## src/rtl/vram_dma.sv

```systemverilog
// Block copier from CPU shadow RAM into GPU VRAM. Writes happen only inside the GPU
// vblank window, and the copy resumes at the first unwritten byte after a window closes.
module vram_dma #(
  parameter int VRAM_AW = 14,
  parameter int SRC_AW  = 16
) (
  input  logic               clk,
  input  logic               rst,
  input  logic               start,
  input  logic [SRC_AW-1:0]  src_base,
  input  logic [VRAM_AW-1:0] dst_base,
  input  logic [VRAM_AW:0]   length,
  output logic               busy,
  output logic               done,
  output logic [SRC_AW-1:0]  src_addr,
  output logic               src_rd,
  input  logic [7:0]         src_data,
  input  logic               in_vblank,
  input  logic               vblank_irq,
  output logic [7:0]         vram_data,
  output logic [VRAM_AW-1:0] vram_address,
  output logic               vram_we,
  output logic               vram_select,
  output logic               clr_irq_select,
  output logic [2:0]         state_dbg
);

  typedef enum logic [2:0] {
    S_IDLE   = 3'd0,
    S_WAIT   = 3'd1,
    S_ACK    = 3'd2,
    S_STREAM = 3'd3,
    S_FINISH = 3'd4
  } state_t;

  localparam logic [VRAM_AW:0] CNT_ONE = {{VRAM_AW{1'b0}}, 1'b1};

  state_t state, state_nxt;

  logic [SRC_AW-1:0]  src_q;
  logic [VRAM_AW-1:0] dst_q;
  logic [VRAM_AW:0]   len_q;
  logic [VRAM_AW:0]   rd_idx;
  logic [VRAM_AW:0]   wr_idx;
  logic [VRAM_AW:0]   remaining;
  logic               wr_valid;
  logic               rd_ok;
  logic               rd_fire;
  logic               wr_fire;

  assign rd_ok     = (rd_idx != len_q);
  assign state_dbg = state;

  always_ff @(posedge clk or negedge rst) begin
    if (!rst) state <= S_IDLE;
    else      state <= state_nxt;
  end

  // Every write strobe is qualified by the live in_vblank level, so a window that
  // closes mid-cycle never lets a write escape.
  always_comb begin
    state_nxt      = state;
    busy           = 1'b0;
    done           = 1'b0;
    src_rd         = 1'b0;
    vram_we        = 1'b0;
    vram_select    = 1'b0;
    clr_irq_select = 1'b0;
    rd_fire        = 1'b0;
    wr_fire        = 1'b0;
    case (state)
      S_IDLE: begin
        if (start) state_nxt = (length == '0) ? S_FINISH : S_WAIT;
      end
      S_WAIT: begin
        busy = 1'b1;
        if (in_vblank) state_nxt = vblank_irq ? S_ACK : S_STREAM;
      end
      S_ACK: begin
        busy           = 1'b1;
        clr_irq_select = 1'b1;
        vram_we        = in_vblank;
        state_nxt      = in_vblank ? S_STREAM : S_WAIT;
      end
      S_STREAM: begin
        busy = 1'b1;
        if (!in_vblank) begin
          state_nxt = S_WAIT;
        end else begin
          rd_fire     = rd_ok;
          src_rd      = rd_ok;
          wr_fire     = wr_valid;
          vram_we     = wr_valid;
          vram_select = wr_valid;
          if (wr_valid && remaining == CNT_ONE) state_nxt = S_FINISH;
        end
      end
      S_FINISH: begin
        busy      = 1'b1;
        done      = 1'b1;
        state_nxt = S_IDLE;
      end
      default: state_nxt = S_IDLE;
    endcase
  end

  // Address/data buses are held at zero whenever the matching strobe is low.
  assign src_addr     = rd_fire ? (src_q + SRC_AW'(rd_idx)) : '0;
  assign vram_address = wr_fire ? (dst_q + VRAM_AW'(wr_idx)) : '0;
  assign vram_data    = wr_fire ? src_data : '0;

  always_ff @(posedge clk or negedge rst) begin
    if (!rst) begin
      src_q     <= '0;
      dst_q     <= '0;
      len_q     <= '0;
      rd_idx    <= '0;
      wr_idx    <= '0;
      remaining <= '0;
      wr_valid  <= 1'b0;
    end else begin
      case (state)
        S_IDLE: begin
          wr_valid <= 1'b0;
          if (start && length != '0) begin
            src_q     <= src_base;
            dst_q     <= dst_base;
            len_q     <= length;
            remaining <= length;
            rd_idx    <= '0;
            wr_idx    <= '0;
          end
        end
        S_STREAM: begin
          if (!in_vblank) begin
            // Drop the byte in flight; it is re-read when the next window opens.
            rd_idx   <= wr_idx;
            wr_valid <= 1'b0;
          end else begin
            wr_valid <= rd_fire;
            if (rd_fire) rd_idx <= rd_idx + CNT_ONE;
            if (wr_fire) begin
              wr_idx    <= wr_idx + CNT_ONE;
              remaining <= remaining - CNT_ONE;
            end
          end
        end
        default: wr_valid <= 1'b0;
      endcase
    end
  end

  a_sel_excl: assert property (@(posedge clk) disable iff (!rst)
    !(vram_select && clr_irq_select));
  a_we_vblank: assert property (@(posedge clk) disable iff (!rst)
    vram_we |-> in_vblank);

endmodule
```

## config.mk

```make
export PLATFORM = sky130hd
export DESIGN_NAME = vram_dma
export DESIGN_NICKNAME = d
export VERILOG_FILES = /design/src/rtl/vram_dma.sv
export SDC_FILE = /design/constraint.sdc
export NUM_CORES = 1
export LEC_CHECK = 0
export BUFFER_PORTS_ARGS = -buffer_cell sky130_fd_sc_hd__buf_4
export CORE_MARGIN = 1
export CORE_UTILIZATION = 40
export CTS_CLUSTER_DIAMETER = 100
export DETAILED_ROUTE_END_ITERATION = 16
export HOLD_SLACK_MARGIN = 0.12
export PLACE_DENSITY_LB_ADDON = 0.12
export RECOVER_POWER = 25
export SYNTH_ARGS = -nofsm -noshare
export SYNTH_HDL_FRONTEND = slang
export SYNTH_SLANG_ARGS = --single-unit
```

## constraint.sdc

```tcl
create_clock -name clk -period 4.5 [get_ports clk]
set_input_delay 0.9 -clock clk [delete_from_list [all_inputs] [get_ports clk]]
set_output_delay 0.9 -clock clk [all_outputs]
set_load 0.02 [all_outputs]
```

==> summary.md <==
| Metric | Value |
|---|---|
| Synth Instances | 794 |
| Die ar. | 16440 sq um |
| Required @ worst endpoint | 3.60 ns |
| CTS tree | done |
| PortBufs | 104 |
| Top-count cell post-synth | nand2_1 |
| Vias per cell | 5.569 |
| Pwr/cell area | 542.6 nW/um^2 |
| Status | finished with violations |
| Global-route wire length before repair | 30320 microns |
| Worst Hold Depth | 2 |
| Antenna violations before repair | 0 |
| Post-synth EDFFs | 0 |
| Asr flop ratio synth | 1.000 |
| Most used DFF post-synth | dfrtp_1 |
| Routed Wire Length | 18430 microns |
| Clock power frac | 0.196 |
| GRT Overall Usage | 0.2351 |
| Filler Cells Inserted | 1559 |
| I/O pins | 105 |
| Setup tns final | 0 ns |
| Critical path fanouts, max | 7 |
| Leakage | 0.003605 uW |
| Die X | 128.2 microns |
| Switching Share | 0.4347 |
| Fmax achieved | 254.7 MHz |
| Starting Density | 0.4147 |
| Initial DRC Count | 437 |
| CTS resizes | 0 |
| Post-Route M1 WL | 8371 microns |
| Layout cell share with drive strength beyond 1 | 0.1687 |
| Worst setup margin | 0.5736 ns |
| Mapped Avg Cell Area | 8.027 sq um |
| Final hold violation count | 0 |
| Row count | 45 |
| Setup violations, final | 0 |
| Clock root cell | clkbuf_16 |
| Postcts setup bufs | 0 |
| DR WL/cell | 16.85 microns |
| Crit path cell chain | ha_1 > inv_1 > fa_1 > nor2b_1 > o31a_1 > o41ai_1 > a21oi_1 > a31oi_1 > mux2i_1 > buf_4 |
| Synth area leaders | dfrtp_1 (37%), nand2_1 (10%), ha_1 (6.3%), nor2_1 (4.5%), o21ai_0 (4.1%) |
| H-tree levels | 3 |
| Clock Sinks | 94 |
| Period utilisation layout | 0.8725 |
| Layout Area Growth over Synthesis | 19.45% |
| Syn Nets | 886 |
| RSZ-0062 raised after global routing | no |
| Sequential share of power | 0.363 |
| Slew Viols, Final | 75 |
| Num CTS Buffers | 9 |
| Place WS | 0.9777 ns |
| Max_slew headroom | -0.2863 |
| Critical path class | reg -> out |
| Yosys warning count | 0 |
| Sequential area share after synthesis | 0.3691 |
| Bufs on Longest Clock Path | 2 |
| Hold-fix buffers, CTS | 0 |
| Worst Path Arrival | 3.03 ns |
| Worst-Margin Slew | 1.929 ns |
| DRC errors left | 0 |
| Clock-pin slew on the worst setup and hold paths | 0.08 ns |
| Die height | 128.2 microns |
| Met2 WL | 8640 microns |
| CP endpoint kind | output port |
| R2r startpoint | state_dbg[0]$_DFFE_PN0P_ |
| Grt total ovfl | 0 |
| Skew final | 0.01120 ns |
| Mapped Area | 6374 sq um |
| Failing checks | capacitance limit, slew limit |
| Post-synth top area cell | dfrtp_1 |
| Worst skew pair latency | 0.35 ns |
| Met3 WL | 1160 microns |
| Worst Hold Slack | 0.4903 ns |
| Max incr delay on CP | 0.52 ns |
| Yosys cell types | 66 |
| Worst Hold Class | reg -> reg |
| Share of the synthesized area in the top cell type | 0.3691 |
| Post-DP HPWL | 13440 microns |
| Yosys reg bits | 94 |
| Via count | 6093 |
| CP Launch Type | flip-flop |
| Commonest cells in the synthesized netlist | nand2_1 (176), dfrtp_1 (94), nor2_1 (77) |
| Pint | 2335 uW |
| P_sw | 1796 uW |
| Max_cap viols | 1 |
| Worst setup startpoint | rd_idx[0]$_DFFE_PN0P_ |
| Critical hold path startpoint | dst_q[11]$_DFFE_PN0P_ |
| Routability Congestion | 0.8868 |
| Min cycle time layout | 3.926 ns |
| VDD IR-drop max | 0.3345 mV |
| Crit path max-delay cell type | o41ai_1 |
| Vias in the first global route | 5869 |
| Max Used Layer | met4 |
| Final ANT Viol Nets | 0 |
| FF-to-FF path depth | 6 |
| Ant diodes | 0 |
| Combinational Power Share | 0.441 |
| Detailed-router iteration count before antenna repair | 5 |
| Core area | 15370 sq um |
| Nets | 970 |
| Largest net degree at the start of global routing | 75 |
## cell type report
type                    instances  area, sq um  share of cell area
clock buffers                  10        239.0             0.03139
multi-input cells             640         3779              0.4963
repair buffers                111        830.8              0.1091
clock inverters                 6        66.31            0.008710
well taps                     211        264.0             0.03468
inverters                      22        82.58             0.01085
flip-flops and latches         94         2352              0.3090
## metal layers
| metal | vias to the layer above | GRT usage |
|---|---|---|
| met5 | - | 0 |
| li1 | 2964 | - |
| met1 | 2880 | 0.3173 |
| met2 | 231 | 0.3847 |
| met4 | 0 | 0.06644 |
| met3 | 18 | 0.04215 |
## through the flow
stage	instance area (sq um)	std cells	util	total power, uW
3_3_place_gp	7311	1078	0.4756	3274
2_1_floorplan	6374	794	-	2772
3_5_place_dp	7311	1078	0.4756	3325
4_1_cts	7616	1094	0.4955	4145
6_report	7614	1094	0.4953	4131
5_1_grt	7614	1094	0.4953	4446
## sequential cells by signal, summed over array words and instances, names as in the netlist
register,flops
remaining,15
wr_valid,1
src_q,16
rd_idx,15
dst_q,14
len_q,15
state_dbg,3
wr_idx,15
## path summary, 6_finish.rpt
check | slack, ns | to
setup / recovery | 0.57 | src_addr[12]
hold / removal | 0.49 | dst_q[11]$_DFFE_PN0P_
setup reg to reg | 1.86 | remaining[5]$_DFFE_PN0P_
hold reg to reg | 0.49 | dst_q[11]$_DFFE_PN0P_
max in group asynchronous | 2.24 | remaining[11]$_DFFE_PN0P_
min in group asynchronous | 1.08 | src_q[6]$_DFFE_PN0P_
## cells by family after synthesis
kind of cell | share of synthesized area
AOI/OAI and AO/OA | 0.1867
xor gates and xnor gates | 0.06046
DFF | 0.3691
muxes | 0.004712
buffers and inverters | 0.03828
and+or+nand+nor | 0.2717
adders and majority gates | 0.06910
## power by group through the flow
| stage | sequential, uW | combinational [uW] | clock, uW |
|---|---|---|---|
| after detailed placement | 1510 | 1810 | 0 |
| after floorplan | 1370 | 1400 | 0 |
| final | 1500 | 1820 | 809 |
| after global placement | 1500 | 1770 | 0 |
| after CTS | 1500 | 1820 | 826 |
| after global routing | 1540 | 2050 | 850 |
## critical path, delay by kind of cell, from the launching register on
family,cells,cell delay (ns)
mux,1,0.21
buf+inv,2,0.23
simple gates,1,0.08
fa+ha+maj,2,0.44
compound gates,4,1.27
flops,1,0.46
## layout by cell type, fill, tap and decap left out, types with 4 or more instances in the layout
cell,n
nand2_1,176
buf_4,110
dfrtp_1,94
nor2_1,77
o21ai_0,52
a21oi_1,43
ha_1,32
xnor2_1,24
nand3_1,23
inv_1,21
xor2_1,20
nor3_1,19
and3_1,14
nor4_1,12
a31oi_1,10
o21a_1,9
a21o_1,9
clkbuf_16,9
o2bb2ai_1,8
or3_1,8
nand4_1,8
a22oi_1,6
or2_2,6
o211ai_1,5
nand2b_1,5
nor2b_1,5
or4_1,5
a211oi_1,5
o31ai_1,4
o21bai_1,4
No activity file was read; power rests on OpenSTA's default activity.
